<file path="src/rtl/cu_bus_pkg.sv">
// Shared types and widths for the central-unit port bus arbiter.
package cu_bus_pkg;

  localparam int unsigned PORT_W = 3;
  localparam int unsigned DATA_W = 4;

  typedef enum logic [1:0] {
    StIdle,
    StStrobe,
    StWait,
    StDone
  } bus_state_t;

  typedef struct packed {
    logic              write;
    logic [PORT_W-1:0] port;
    logic [DATA_W-1:0] wdata;
  } bus_req_t;

  // Minimum counter width able to hold max_val.
  function automatic int unsigned cnt_width(input int unsigned max_val);
    return (max_val < 2) ? 1 : $clog2(max_val + 1);
  endfunction

endpackage

</file>
<file path="src/rtl/port_bus_arbiter_if.sv">
// Requester and peripheral-side signals of the shared port bus.
interface port_bus_arbiter_if;
  import cu_bus_pkg::*;

  logic              m0_req;
  logic              m1_req;
  logic              m0_write;
  logic              m1_write;
  logic [PORT_W-1:0] m0_port;
  logic [PORT_W-1:0] m1_port;
  logic [DATA_W-1:0] m0_wdata;
  logic [DATA_W-1:0] m1_wdata;
  logic [DATA_W-1:0] m0_rdata;
  logic [DATA_W-1:0] m1_rdata;
  logic              m0_done;
  logic              m1_done;
  logic              m0_err;
  logic              m1_err;
  logic [PORT_W-1:0] port_id;
  logic              port_read;
  logic              port_write;
  logic [DATA_W-1:0] data_out;
  logic [DATA_W-1:0] data_in;
  logic              port_ready;
  logic              busy;
  logic              owner;

  // Arbiter view.
  modport slave (
    input  m0_req, m1_req, m0_write, m1_write, m0_port, m1_port, m0_wdata, m1_wdata,
    input  data_in, port_ready,
    output m0_rdata, m1_rdata, m0_done, m1_done, m0_err, m1_err,
    output port_id, port_read, port_write, data_out, busy, owner
  );

  // Requester / peripheral view.
  modport master (
    output m0_req, m1_req, m0_write, m1_write, m0_port, m1_port, m0_wdata, m1_wdata,
    output data_in, port_ready,
    input  m0_rdata, m1_rdata, m0_done, m1_done, m0_err, m1_err,
    input  port_id, port_read, port_write, data_out, busy, owner
  );

endinterface

</file>
<file path="src/rtl/rr_arbiter2.sv">
// Two-input round-robin grant with a registered priority pointer.
module rr_arbiter2 (
  input  logic       clk_i,
  input  logic       rst_ni,
  input  logic [1:0] req_i,
  input  logic       accept_i,
  output logic       gnt_valid_o,
  output logic       gnt_idx_o
);

  logic rr_q, rr_d;

  always_comb begin
    gnt_valid_o = |req_i;
    gnt_idx_o   = (&req_i) ? rr_q : req_i[1];
    rr_d        = rr_q;
    // Priority passes to the master that did not win.
    if (accept_i && gnt_valid_o) begin
      rr_d = ~gnt_idx_o;
    end
  end

  always_ff @(posedge clk_i or negedge rst_ni) begin
    if (!rst_ni) begin
      rr_q <= 1'b0;
    end else begin
      rr_q <= rr_d;
    end
  end

endmodule

</file>
<file path="src/rtl/port_bus_arbiter.sv">
// Shares the 3-bit-address / 4-bit-data port bus between two requesters with
// round-robin grant, strobe/ready handshake and a bounded wait.
module port_bus_arbiter
  import cu_bus_pkg::*;
#(
  parameter int unsigned TIMEOUT = 8
) (
  input logic               clock,
  input logic               reset,
  port_bus_arbiter_if.slave bus
);

  localparam int unsigned CntW = cnt_width(TIMEOUT);

  bus_state_t        state_q, state_d;
  bus_req_t          req_q, req_d;
  logic              owner_q, owner_d;
  logic [CntW-1:0]   cnt_q, cnt_d;
  logic              err_q, err_d;

  logic [PORT_W-1:0] port_id_q, port_id_d;
  logic [DATA_W-1:0] data_out_q, data_out_d;
  logic              port_read_q, port_read_d;
  logic              port_write_q, port_write_d;
  logic [DATA_W-1:0] m0_rdata_q, m0_rdata_d;
  logic [DATA_W-1:0] m1_rdata_q, m1_rdata_d;
  logic              m0_done_q, m0_done_d;
  logic              m1_done_q, m1_done_d;
  logic              m0_err_q, m0_err_d;
  logic              m1_err_q, m1_err_d;
  logic              busy_q, busy_d;

  logic gnt_valid, gnt_idx, accept, timeout_hit;

  assign accept      = (state_q == StIdle);
  // Ready in the last allowed cycle is checked first, so it beats the timeout.
  assign timeout_hit = (32'(cnt_q) + 32'd1) >= TIMEOUT;

  rr_arbiter2 u_rr (
    .clk_i       (clock),
    .rst_ni      (reset),
    .req_i       ({bus.m1_req, bus.m0_req}),
    .accept_i    (accept),
    .gnt_valid_o (gnt_valid),
    .gnt_idx_o   (gnt_idx)
  );

  always_ff @(posedge clock or negedge reset) begin
    if (!reset) begin
      state_q <= StIdle;
      req_q   <= '0;
      owner_q <= 1'b0;
      cnt_q   <= '0;
      err_q   <= 1'b0;
    end else begin
      state_q <= state_d;
      req_q   <= req_d;
      owner_q <= owner_d;
      cnt_q   <= cnt_d;
      err_q   <= err_d;
    end
  end

  always_comb begin
    state_d = state_q;
    req_d   = req_q;
    owner_d = owner_q;
    cnt_d   = cnt_q;
    err_d   = err_q;
    case (state_q)
      StIdle: begin
        if (gnt_valid) begin
          owner_d = gnt_idx;
          if (gnt_idx) begin
            req_d = '{write: bus.m1_write, port: bus.m1_port, wdata: bus.m1_wdata};
          end else begin
            req_d = '{write: bus.m0_write, port: bus.m0_port, wdata: bus.m0_wdata};
          end
          cnt_d   = '0;
          err_d   = 1'b0;
          state_d = StStrobe;
        end
      end
      StStrobe, StWait: begin
        if (bus.port_ready) begin
          state_d = StDone;
        end else if (timeout_hit) begin
          err_d   = 1'b1;
          state_d = StDone;
        end else begin
          cnt_d   = cnt_q + CntW'(1);
          state_d = StWait;
        end
      end
      StDone:  state_d = StIdle;
      default: state_d = StIdle;
    endcase
  end

  // Outputs are decoded from the next state so that every output is a flop.
  always_comb begin
    port_id_d    = '0;
    data_out_d   = '0;
    port_read_d  = 1'b0;
    port_write_d = 1'b0;
    m0_done_d    = 1'b0;
    m1_done_d    = 1'b0;
    m0_err_d     = 1'b0;
    m1_err_d     = 1'b0;
    m0_rdata_d   = m0_rdata_q;
    m1_rdata_d   = m1_rdata_q;
    busy_d       = (state_d != StIdle);
    if (state_d == StStrobe || state_d == StWait) begin
      port_id_d  = req_d.port;
      data_out_d = req_d.write ? req_d.wdata : '0;
    end
    if (state_d == StStrobe) begin
      port_write_d = req_d.write;
      port_read_d  = ~req_d.write;
    end
    if (state_d == StDone) begin
      if (owner_d) begin
        m1_done_d = 1'b1;
        m1_err_d  = err_d;
        if (!req_d.write) m1_rdata_d = err_d ? '0 : bus.data_in;
      end else begin
        m0_done_d = 1'b1;
        m0_err_d  = err_d;
        if (!req_d.write) m0_rdata_d = err_d ? '0 : bus.data_in;
      end
    end
  end

  always_ff @(posedge clock or negedge reset) begin
    if (!reset) begin
      port_id_q    <= '0;
      data_out_q   <= '0;
      port_read_q  <= 1'b0;
      port_write_q <= 1'b0;
      m0_rdata_q   <= '0;
      m1_rdata_q   <= '0;
      m0_done_q    <= 1'b0;
      m1_done_q    <= 1'b0;
      m0_err_q     <= 1'b0;
      m1_err_q     <= 1'b0;
      busy_q       <= 1'b0;
    end else begin
      port_id_q    <= port_id_d;
      data_out_q   <= data_out_d;
      port_read_q  <= port_read_d;
      port_write_q <= port_write_d;
      m0_rdata_q   <= m0_rdata_d;
      m1_rdata_q   <= m1_rdata_d;
      m0_done_q    <= m0_done_d;
      m1_done_q    <= m1_done_d;
      m0_err_q     <= m0_err_d;
      m1_err_q     <= m1_err_d;
      busy_q       <= busy_d;
    end
  end

  assign bus.port_id    = port_id_q;
  assign bus.data_out   = data_out_q;
  assign bus.port_read  = port_read_q;
  assign bus.port_write = port_write_q;
  assign bus.m0_rdata   = m0_rdata_q;
  assign bus.m1_rdata   = m1_rdata_q;
  assign bus.m0_done    = m0_done_q;
  assign bus.m1_done    = m1_done_q;
  assign bus.m0_err     = m0_err_q;
  assign bus.m1_err     = m1_err_q;
  assign bus.busy       = busy_q;
  assign bus.owner      = owner_q;

endmodule

</file>
<file path="src/flat_wrapper.sv">
// flat-port wrapper written by rule: the top's interface ports become plain ports
module port_bus_arbiter_flat import cu_bus_pkg::*;
#(
  parameter int unsigned TIMEOUT = 8
)
  (clock, reset, bus_m0_req, bus_m1_req, bus_m0_write, bus_m1_write, bus_m0_port, bus_m1_port, bus_m0_wdata, bus_m1_wdata, bus_data_in, bus_port_ready, bus_m0_rdata, bus_m1_rdata, bus_m0_done, bus_m1_done, bus_m0_err, bus_m1_err, bus_port_id, bus_port_read, bus_port_write, bus_data_out, bus_busy, bus_owner);
  port_bus_arbiter_if bus_i ();
  input logic clock;
  input logic reset;
  input wire logic [$bits(bus_i.m0_req)-1:0] bus_m0_req;
  input wire logic [$bits(bus_i.m1_req)-1:0] bus_m1_req;
  input wire logic [$bits(bus_i.m0_write)-1:0] bus_m0_write;
  input wire logic [$bits(bus_i.m1_write)-1:0] bus_m1_write;
  input wire logic [$bits(bus_i.m0_port)-1:0] bus_m0_port;
  input wire logic [$bits(bus_i.m1_port)-1:0] bus_m1_port;
  input wire logic [$bits(bus_i.m0_wdata)-1:0] bus_m0_wdata;
  input wire logic [$bits(bus_i.m1_wdata)-1:0] bus_m1_wdata;
  input wire logic [$bits(bus_i.data_in)-1:0] bus_data_in;
  input wire logic [$bits(bus_i.port_ready)-1:0] bus_port_ready;
  output wire logic [$bits(bus_i.m0_rdata)-1:0] bus_m0_rdata;
  output wire logic [$bits(bus_i.m1_rdata)-1:0] bus_m1_rdata;
  output wire logic [$bits(bus_i.m0_done)-1:0] bus_m0_done;
  output wire logic [$bits(bus_i.m1_done)-1:0] bus_m1_done;
  output wire logic [$bits(bus_i.m0_err)-1:0] bus_m0_err;
  output wire logic [$bits(bus_i.m1_err)-1:0] bus_m1_err;
  output wire logic [$bits(bus_i.port_id)-1:0] bus_port_id;
  output wire logic [$bits(bus_i.port_read)-1:0] bus_port_read;
  output wire logic [$bits(bus_i.port_write)-1:0] bus_port_write;
  output wire logic [$bits(bus_i.data_out)-1:0] bus_data_out;
  output wire logic [$bits(bus_i.busy)-1:0] bus_busy;
  output wire logic [$bits(bus_i.owner)-1:0] bus_owner;
  assign bus_i.m0_req = bus_m0_req;
  assign bus_i.m1_req = bus_m1_req;
  assign bus_i.m0_write = bus_m0_write;
  assign bus_i.m1_write = bus_m1_write;
  assign bus_i.m0_port = bus_m0_port;
  assign bus_i.m1_port = bus_m1_port;
  assign bus_i.m0_wdata = bus_m0_wdata;
  assign bus_i.m1_wdata = bus_m1_wdata;
  assign bus_i.data_in = bus_data_in;
  assign bus_i.port_ready = bus_port_ready;
  assign bus_m0_rdata = bus_i.m0_rdata;
  assign bus_m1_rdata = bus_i.m1_rdata;
  assign bus_m0_done = bus_i.m0_done;
  assign bus_m1_done = bus_i.m1_done;
  assign bus_m0_err = bus_i.m0_err;
  assign bus_m1_err = bus_i.m1_err;
  assign bus_port_id = bus_i.port_id;
  assign bus_port_read = bus_i.port_read;
  assign bus_port_write = bus_i.port_write;
  assign bus_data_out = bus_i.data_out;
  assign bus_busy = bus_i.busy;
  assign bus_owner = bus_i.owner;
  port_bus_arbiter #(.TIMEOUT(TIMEOUT)) u_core (.clock(clock), .reset(reset), .bus(bus_i));
endmodule
</file>
<file path="config.mk">
export PLATFORM = sky130hd
export DESIGN_NAME = port_bus_arbiter_flat
export DESIGN_NICKNAME = d
export VERILOG_FILES = /design/src/rtl/cu_bus_pkg.sv /design/src/rtl/port_bus_arbiter_if.sv /design/src/rtl/rr_arbiter2.sv /design/src/rtl/port_bus_arbiter.sv /design/src/flat_wrapper.sv
export SDC_FILE = /design/constraint.sdc
export NUM_CORES = 1
export LEC_CHECK = 0
export CAP_MARGIN = 40
export CORE_UTILIZATION = 49
export CTS_BUF_LIST = sky130_fd_sc_hd__clkbuf_4 sky130_fd_sc_hd__clkbuf_8 sky130_fd_sc_hd__clkbuf_16
export CTS_CLUSTER_SIZE = 30
export DETAILED_ROUTE_END_ITERATION = 7
export GPL_ROUTABILITY_DRIVEN = 0
export HOLD_SLACK_MARGIN = 0.12
export PLACE_DENSITY_LB_ADDON = 0.15
export SLEW_MARGIN = 40
export SYNTH_ARGS = -nofsm -noshare
export SYNTH_HDL_FRONTEND = slang
export SYNTH_SLANG_ARGS = --single-unit
</file>
<file path="constraint.sdc">
create_clock -name clock -period 3.69 [get_ports clock]
set_input_delay 0.738 -clock clock [delete_from_list [all_inputs] [get_ports clock]]
set_output_delay 0.738 -clock clock [all_outputs]
set_load 0.01 [all_outputs]
</file>
[Word level (Yosys, flattened, before mapping)]
Index checks and enable logic that the tools add are counted.
Storage, ports and cells
  output and inout bits: 23
  flip-flop bits (word level): 39
  input bits: 25
  word-level logic and storage cells: 77
Cells by class
  add/subtract/negate cells: 2
  eq/ne operators: 9
  bitwise operators: 3
  reductions and logical operators: 11
  $lt $le $gt $ge: 1
  muxes and demuxes: 32
Operators with widths (number)
  $ge A32 B4 Y1 const B: 1
  $mux W4: 6
  $mux W8: 3
  $mux W1: 17
  $eq A2 B2 Y1 const B: 4
  $pmux W4 S2: 1
  $pmux W2 S3: 1
  $reduce_and A3 Y1: 2
  $add A4 B1 Y5 const B: 1
  $add A4 B1 Y4 const B: 1
  $eq A2 B1 Y1 const B: 2
  $mux W2: 2
  $ne A2 B2 Y1 const B: 2
  $reduce_and A4 Y1: 1
  $reduce_bool A2 Y1: 2
  $reduce_or A2 Y1: 2
  $mux W3: 1
  $not A1 Y1: 3
  $logic_not A2 Y1: 1
  $ne A2 B1 Y1 const B: 1
  $pmux W1 S2: 1
  $reduce_and A2 Y1: 1
  $logic_and A1 B1 Y1: 1
  $logic_or A1 B1 Y1: 1

[Depth between registers and ports, before layout]
Gate-level depths: netlist of run 1.
  depth after elaboration: 8
  depth in mapped cells: 10
  gate-level depth less buffers: 10

[Modules after synthesis]
A second synthesis of run 1 with hierarchy kept.
Unflattened totals
  cell total of the unflattened synthesis: 167
  area total of the unflattened synthesis: 1909.3 um^2
Modules (own cells, without submodules)
  port_bus_arbiter: sequential area each 950.9 um^2, instances 1, cells each 161, area an instance 1855.5 um^2
  rr_arbiter2: sequential area each 25.0 um^2, instances 1, cells each 6, area an instance 53.8 um^2

[Worst setup path before layout of run 1]
OpenSTA, ideal clock, no wires.
  path type: reg-to-reg
  from: reg u_core.cnt_q[0]
  to: reg u_core.m0_rdata_q[1], in the netlist u_core.bus.m0_rdata[1]
  period minus slack after synthesis: 2.173 ns
  required time: 3.565 ns
  slack: 1.517 ns
  cell stages (with the launch flop): 11
  setup time: 0.125 ns
  arrival time: 2.048 ns
  buffers on the path: 0
  cells stage by stage: dfrtp_1 -> ha_1 -> nand2b_1 -> mux2_2 -> nor2_1 -> nor2_1 -> a2bb2oi_1 -> ha_1 -> nand2b_1 -> or2_4 -> o21ai_1
Between the ends
  longest elaborated chain between the ends: 7
  elaborated cells between the ends (all ways): 11
  classes of those cells: add/sub: 1; order compare: 1; eq/ne: 1; mux: 7; reduce/logical: 1
RTL lines
  start: declaration: line port_bus_arbiter.sv:18  | logic [CntW-1:0] cnt_q, cnt_d;
  start signal: assignment: line port_bus_arbiter.sv:59  | cnt_q <= cnt_d;
  $add A4 B1 Y5: line port_bus_arbiter.sv:37  | assign timeout_hit = (32'(cnt_q) + 32'd1) >= TIMEOUT;
  $ge A32 B4 Y1: line port_bus_arbiter.sv:37
  $mux W1: line port_bus_arbiter.sv:87  | end else if (timeout_hit) begin
  $mux W2: line port_bus_arbiter.sv:85  | if (bus.port_ready) begin
  $pmux W2 S3: line port_bus_arbiter.sv:70  | case (state_q)
  net u_core.state_d[0]: line port_bus_arbiter.sv:15  | bus_state_t state_q, state_d;
  $eq A2 B2 Y1: line port_bus_arbiter.sv:121  | if (state_d == StDone) begin
  $reduce_and A3 Y1 (no source line)
  end signal: assignment: line port_bus_arbiter.sv:152  | m0_rdata_q <= m0_rdata_d;
  end: declaration: line port_bus_arbiter.sv:25  | logic [DATA_W-1:0] m0_rdata_q, m0_rdata_d;
The timed path passes the listed nets, and every way through them passes these cells.
A chain may end at the register's enable or synchronous reset.

[Final worst setup path of run 1]
  from: in bus_m1_req
  to: reg u_core.m1_rdata_q[2], in the netlist u_core.bus.m1_rdata[2]
Between the ends
  longest elaborated chain between the ends: 7
  elaborated cells between the ends (all ways): 16
  classes of those cells: eq/ne: 1; mux: 11; bitwise: 1; reduce/logical: 3
RTL lines
  start: declaration: line flat_wrapper.sv:11  | input wire logic [$bits(bus_i.m1_req)-1:0] bus_m1_req;
  $reduce_and A2 Y1: line rr_arbiter2.sv:15  | gnt_idx_o = (&req_i) ? rr_q : req_i[1];
  $mux W1: line rr_arbiter2.sv:15
  $mux W8: line port_bus_arbiter.sv:74  | if (gnt_idx) begin
  $mux W8: line port_bus_arbiter.sv:72  | if (gnt_valid) begin
  $mux W8: line port_bus_arbiter.sv:70
  $not A1 Y1 (no source line)
  $reduce_and A3 Y1 (no source line)
  end signal: assignment: line port_bus_arbiter.sv:153  | m1_rdata_q <= m1_rdata_d;
  end: declaration: line port_bus_arbiter.sv:26  | logic [DATA_W-1:0] m1_rdata_q, m1_rdata_d;
Parallel ways exist; a longest one is shown, timed or not.

==> metrics.md, run 1 <==
| Metric | Value |
|---|---|
| Status | `finished, final reports clean` |
| #FFs+latches synth | `39` |
| Synth top area share | `0.576` |
| Crit path max-delay family | `compound AO/OA/AOI/OAI gates` |
| Hold_buf cts | `0` |
| Pin count of the biggest net entering global routing | `40` |
| Worst rel slew slack | `0.602` |
| Clk sink count | `39` |
| Setup TNS | `0 ns` |
| Initial antenna violation count | `0` |
| Mapped Cells | `around 160` |
| Vias/cell | `roughly 5.2` |
| Reg2Reg Launch Point | `u_core.cnt_q[0]` |
| Std cell rows | `20` |
| WS Path Type | `in -> reg` |
| DIE HEIGHT | `60.8 um` |
| Worst R2R Path Depth | `10` |
| TritonCTS clock tree | `yes` |
| CTS Buffer Depth | `2` |
| Clock Skews | `roughly 0.0078 ns` |
| RSZ-0062 raised after global routing | `no` |
| ANT cells | `0` |
| Drt first pass iters | `4` |
| Final-report setup violation count | `0` |
| Crit share post-route | `0.699` |
| Clock transition at the registers of the reported paths | `about 0.11 ns` |
| Syn nets | `around 190` |
| Finished Layout Cells | `250` |
| WL/cell | `roughly 14 um` |
| Post-route DRC violation count | `0` |
| Crit path time final | `between 2 and 3 ns` |
| Register area share after synthesis | `0.576` |
| Fin. max-slew vios | `0` |
| Share of cells above drive strength 1 | `0.0777` |
| Leak pwr | `around 1.1 nW` |
| Commonest non-fill, non-tap cell in the layout | `clkdlybuf4s50_1` |
| DR iter-0 viols | `50` |
| Chip width | `~61 um` |
| CTS H-tree lvls | `2` |
| CP Capture Type | `flip-flop` |
| Max Cap Viol | `0` |
| Num ports | `48` |
| Hold crit path type | `in -> async` |
| Initial core utilization | `0.533` |
| Slowest cell on the critical path | `clkdlybuf4s50_1` |
| Setup bufs post-CTS | `0` |
| Detail Route Antenna Nets | `0` |
| Final hold violations | `0` |
| Cell breakdown of the critical path | `clkdlybuf4s50_1 > o21ai_2 > a31o_1 > a2bb2oi_2 > or2_4 > o21ai_1` |
| First-pass GRT wire length | `approximately 6000 um` |
| Final total power | `around 0.0017 W` |
| Number of global-route vias before repair | `between 1k and 1.5k` |
| Maximum fanout along the worst path | `17` |
| DIE AREA | `around 0.0037 mm2` |
| Worst-Skew Late Latency | `about 0.34 ns` |
| Post-synthesis cell type count | `32` |
| Fin util | `0.707` |
| CP required | `approximately 3.9 ns` |
| PortBufs | `47` |
| Total length of routed wires | `3620 um` |
| Reg2reg end | `u_core.bus.m1_rdata[2]` |
| PnR worst setup slack | `~1.1 ns` |
| Crit. path cell count | `6` |
| Most frequent cells in the layout | `46 x clkdlybuf4s50_1, 39 x dfrtp_1, 19 x nand2_1, 15 x o21ai_0, 12 x o21ai_1` |
| Critical path's largest stage delay | `0.57 ns` |
| Yosys top cell by area | `dfrtp_1` |
| Mean Syn Cell Area | `10.9 um2` |
| Post-CTS sizing | `0` |
| Worst-margin pin slew | `roughly 0.6 ns` |
| Buf+Inv Stages, Crit Path | `1` |
| Post-Syn Area | `approximately 0.0017 mm2` |
| PD cells | `between 700 and 800 mW/mm2` |
| Warnings, synthesis | `0` |
| F_max | `around 390 MHz` |
| Root Driver | `clkbuf_4` |
| Maximum VDD drop | `around 0.00038 V` |
| Crit. Startpoint | `bus_m1_req` |
| Grt ovf | `0` |
| Total CTS buffers | `5` |
| Nets | `237` |
| Dpl ws | `0.744 ns` |
| Worst Setup Start Kind | `primary input` |
| Total track usage | `0.228` |
| WP data arrival | `2.81 ns` |
| P&R area growth vs syn | `32.7%` |
| Register-to-register setup slack | `between 1 and 1.5 ns` |
| Post-placement cell count | `approximately 240` |
| Top area cells in the synthesized netlist | `dfrtp_1 58%, ha_1 5.2%, o21ai_0 4.4%` |
| Final HPWL DP | `~2700 um` |
| Via count | `between 1k and 1.5k` |
| Core area | `about 0.0032 mm2` |
[registers in the layout (all words and copies together), names as in the netlist, 2 cells and up]
signal and count:
u_core.req_q 8, u_core.cnt_q 4, u_core.bus.data_out 4, u_core.state_q 2
u_core.bus.m0_rdata 4, u_core.bus.port_id 3, u_core.bus.m1_rdata 4
[cell usage after synthesis]
cell and n:
nand2b_1 3, o21ai_2 1, a2bb2oi_1 1, o21ai_0 15, o211ai_1 2, nand4_1 1
a31oi_1 3, mux2_2 1, nand3_1 1, o2bb2ai_2 1, buf_2 3, nor3b_1 2
and2_1 4, nor2_1 6, a2bb2oi_2 1, nand4b_1 1, a21oi_1 3, nand2_1 19
dfrtp_1 39, o21a_1 1, buf_6 1, ha_1 7, a21boi_1 1, nor2b_1 1
o22ai_1 1, a31o_1 1, inv_1 9, or2_4 2, and3_1 4, nand2_2 1
o21ai_1 12, mux2i_1 7
[cell type report]
| cell class | instances | area [um2] |
|---|---|---|
| flip-flops and latches | 39 | 976 |
| fillers | 273 | 930 |
| multi-input cells | 103 | 658 |
| repair buffers | 47 | 468 |
| well taps | 44 | 55.1 |
| clock buffers | 7 | 52.6 |
| inverters | 9 | 33.8 |
| clock inverters | 1 | 5.00 |
[cells by family after synthesis]
group,Yosys count,synth area share
AO/OA/AOI/OAI,43,0.154
adder cells (fa/ha/maj),7,0.0517
buffers and inverters,13,0.0354
flip-flops,39,0.576
multiplexers,8,0.0480
AND/OR/NAND/NOR,45,0.134
[per-stage QoR]
| step | hold WS, ns | cell area (um2) |
|---|---|---|
| 2_1_floorplan | 0.442 | 1690 |
| 3_3_place_gp | 0.474 | 2190 |
| 3_5_place_dp | 0.480 | 2190 |
| 4_1_cts | 0.502 | 2250 |
| 5_1_grt | 0.369 | 2250 |
| 6_report | 0.344 | 2250 |
[per-layer routing]
layer	vias up	track usage	part of all wire
li1	632	-	-
met1	636	0.276	0.42
met2	29	0.378	0.52
met3	6	0.0640	0.037
met4	0	0.104	0.015
met5	-	0	0
[worst max-delay path by stage]
stage | endpoint | slack, ns
2_1_floorplan | u_core.bus.m0_rdata[1] | 1.52
3_3_place_gp | u_core.bus.m0_rdata[1] | 0.83
3_5_place_dp | u_core.bus.m1_rdata[2] | 0.74
4_1_cts | u_core.bus.m1_rdata[2] | 1.12
5_1_grt | u_core.bus.m1_rdata[2] | 0.94
6_report | u_core.bus.m1_rdata[2] | 1.11
[where the power goes]
part,internal (W),switching (W),total [W]
clock,0.0000890,0.000132,0.000221
combinational,0.000361,0.000433,0.000794
sequential,0.000585,0.0000770,0.000662
total,0.00104,0.000642,0.00168
Power figures use the tool's default switching activity.
==> inputs of run 2 (changes only) <==
- CORE_UTILIZATION: 49 -> 42
- clock period: 3.69 -> 2.3 ns (I/O delays scaled with it)
==> run 2 against run 1 <==
Compared with the run above:
- combinational power rose by 83%
- core utilization down 7.6 points
- final area grew 5.8%
- flip-flop and latch count stayed put
- hold slack got worse by 0.21 ns
- sequential power rose by 60%
==> metrics.md, run 2 (same netlist as run 1, synthesis figures left out) <==
| Metric | Value |
|---|---|
| Total track usage | `0.191 (-0.0365)` |
| Detail Route Antenna Nets | `0 (unchanged)` |
| PortBufs | `47 (unchanged)` |
| Pin count of the biggest net entering global routing | `40 (unchanged)` |
| Share of cells above drive strength 1 | `0.148 (+0.0705)` |
| Nets | `249 (+5.1%)` |
| DIE AREA | `0.00429 mm2 (+16%)` |
| Worst rel slew slack | `0.692 (+0.0901)` |
| Vias/cell | `5.00 (-4.1%)` |
| Status | `finished, final reports clean` |
| Final total power | `0.00292 W (+74%)` |
| Post-route DRC violation count | `0 (unchanged)` |
| Crit. Startpoint | `u_core.cnt_q[0]` |
| CTS Buffer Depth | `2 (unchanged)` |
| Chip width | `65.5 um (+7.7%)` |
| Std cell rows | `22 (+10%)` |
| WP data arrival | `2.31 ns (-0.50 ns)` |
| Drt first pass iters | `4 (unchanged)` |
| Hold crit path type | `in -> async` |
| Post-route cell area | `0.00238 mm2 (+5.8%)` |
| Crit path time final | `2.15 ns` |
| Largest reg by FF count | `u_core.req_q` |
| Via count | `1,320 (+1.3%)` |
| P&R area growth vs syn | `40.5%` |
| Final-report setup violation count | `0 (unchanged)` |
| Setup bufs post-CTS | `0 (unchanged)` |
| Most frequent cells in the layout | `46 x clkdlybuf4s50_1, 38 x dfrtp_1, 18 x nand2_1, 15 x o21ai_0, 13 x buf_4` |
| DIE HEIGHT | `65.5 um (+7.7%)` |
| Clock transition at the registers of the reported paths | `0.07 ns (-0.04 ns)` |
| Root Driver | `clkbuf_8` |
| Max FFs per register | `8 (unchanged)` |
| Leak pwr | `1.11 nW (+5.9%)` |
| ANT cells | `0 (unchanged)` |
| Maximum fanout along the worst path | `7 (-10)` |
| DR iter-0 viols | `46 (-8.0%)` |
| Worst setup path endpoint | `u_core.bus.data_out[0]` |
| CP Capture Type | `flip-flop` |
| Total CTS buffers | `5 (unchanged)` |
| First-pass GRT wire length | `6090 um (+1.6%)` |
| WS Path Type | `reg -> reg` |
| Number of global-route vias before repair | `1,397 (+3.6%)` |
| Num ports | `48 (unchanged)` |
| Reg2reg end | `u_core.bus.data_out[0]` |
| Crit share post-route | `0.933` |
| Fin. max-slew vios | `0 (unchanged)` |
| Reg2Reg Launch Point | `u_core.cnt_q[0]` |
| Initial core utilization | `0.449 (-0.0838)` |
| CP required | `2.46 ns (-1.46 ns)` |
| Core area | `0.00377 mm2 (+19%)` |
| Clk sink count | `39 (unchanged)` |
| Maximum VDD drop | `0.000793 V (+110%)` |
| CTS H-tree lvls | `2 (unchanged)` |
| TritonCTS clock tree | `yes` |
| DP Area | `0.00228 mm2 (+4.3%)` |
| Final HPWL DP | `2790 um (+1.7%)` |
| Total length of routed wires | `3670 um (+1.2%)` |
| Grt ovf | `0 (unchanged)` |
| RSZ-0062 raised after global routing | `no` |
| Hold_buf cts | `0 (unchanged)` |
| Commonest non-fill, non-tap cell in the layout | `clkdlybuf4s50_1` |
| Worst R2R Path Depth | `9 (-1)` |
| WL/cell | `13.9 um (-4.2%)` |
| Setup TNS | `0 ns (unchanged)` |
| Worst Setup Start Kind | `flip-flop` |
| Max Cap Viol | `0 (unchanged)` |
| Final hold violations | `0 (unchanged)` |
| F_max | `around 470 MHz` |
| Register-to-register setup slack | `0.15 ns (-1.01 ns)` |
| Worst-margin pin slew | `0.458 ns (-0.139 ns)` |
| PD cells | `1230 mW/mm2 (+65%)` |
| Worst-Skew Late Latency | `0.28 ns (-0.06 ns)` |
| Initial antenna violation count | `0 (unchanged)` |
| Fill cells | `286 (+4.8%)` |
| Clock Skews | `0.00525 ns (-0.00252 ns)` |
## run 2: critical path, stage by stage, from the launching register on
cell and delay [ns]:
dfrtp_2 0.44, ha_1 0.22, nand2b_1 0.14, mux2_2 0.28, nor2_2 0.10, nor2_1 0.07, buf_4 0.14, o22ai_1 0.14
ha_2 0.34, and3_1 0.16
## run 2: stage by stage
stage          cells  setup WS, ns  utilization  hold slack [ns]
2_1_floorplan    155         0.127            -            0.164
3_3_place_gp     258         0.102        0.606            0.464
6_report         264         0.153        0.631            0.138
3_5_place_dp     258       0.00754        0.606            0.478
4_1_cts          264        0.0607        0.626            0.304
5_1_grt          264        0.0348        0.631            0.166
## run 2: worst min path at each step
stage                          startpoint               to  slack [ns]  cells after the start
after floorplan                     reset  u_core.bus.busy        0.16                      0
after global placement    u_core.req_q[4]  u_core.req_q[4]        0.46                      2
after detailed placement  u_core.req_q[2]  u_core.req_q[2]        0.48                      2
after CTS                           reset  u_core.cnt_q[2]        0.30                      1
after global routing                reset  u_core.cnt_q[1]        0.17                      1
final                               reset  u_core.cnt_q[2]        0.14                      1
## run 2: where the power goes
group / internal [W] / switching [W]
clock: 0.000214 / 0.000206
sequential: 0.000941 / 0.000117
combinational: 0.000713 / 0.000734
## run 2: layout make-up
class                   instances  area [um2]  area share
flip-flops and latches         39         977       0.411
multi-input cells             103         674       0.283
repair buffers                 59         558       0.234
clock buffers                   6        76.3      0.0321
well taps                      48        60.1      0.0252
inverters                       9        33.8      0.0142
## run 2: what timing repair did
action	4_1_cts	5_1_grt
gates resized for setup	0	6
setup endpoints to repair	0	15
endpoints found under the hold margin	0	0
## run 2: per-layer routing
metal  vias up  global-route usage  wire (um)
met5         -                   0          0
met4         0              0.0842         39
met3         5              0.0399        144
met2        30               0.318       1910
met1       634               0.239       1580
li1        651                   -          -
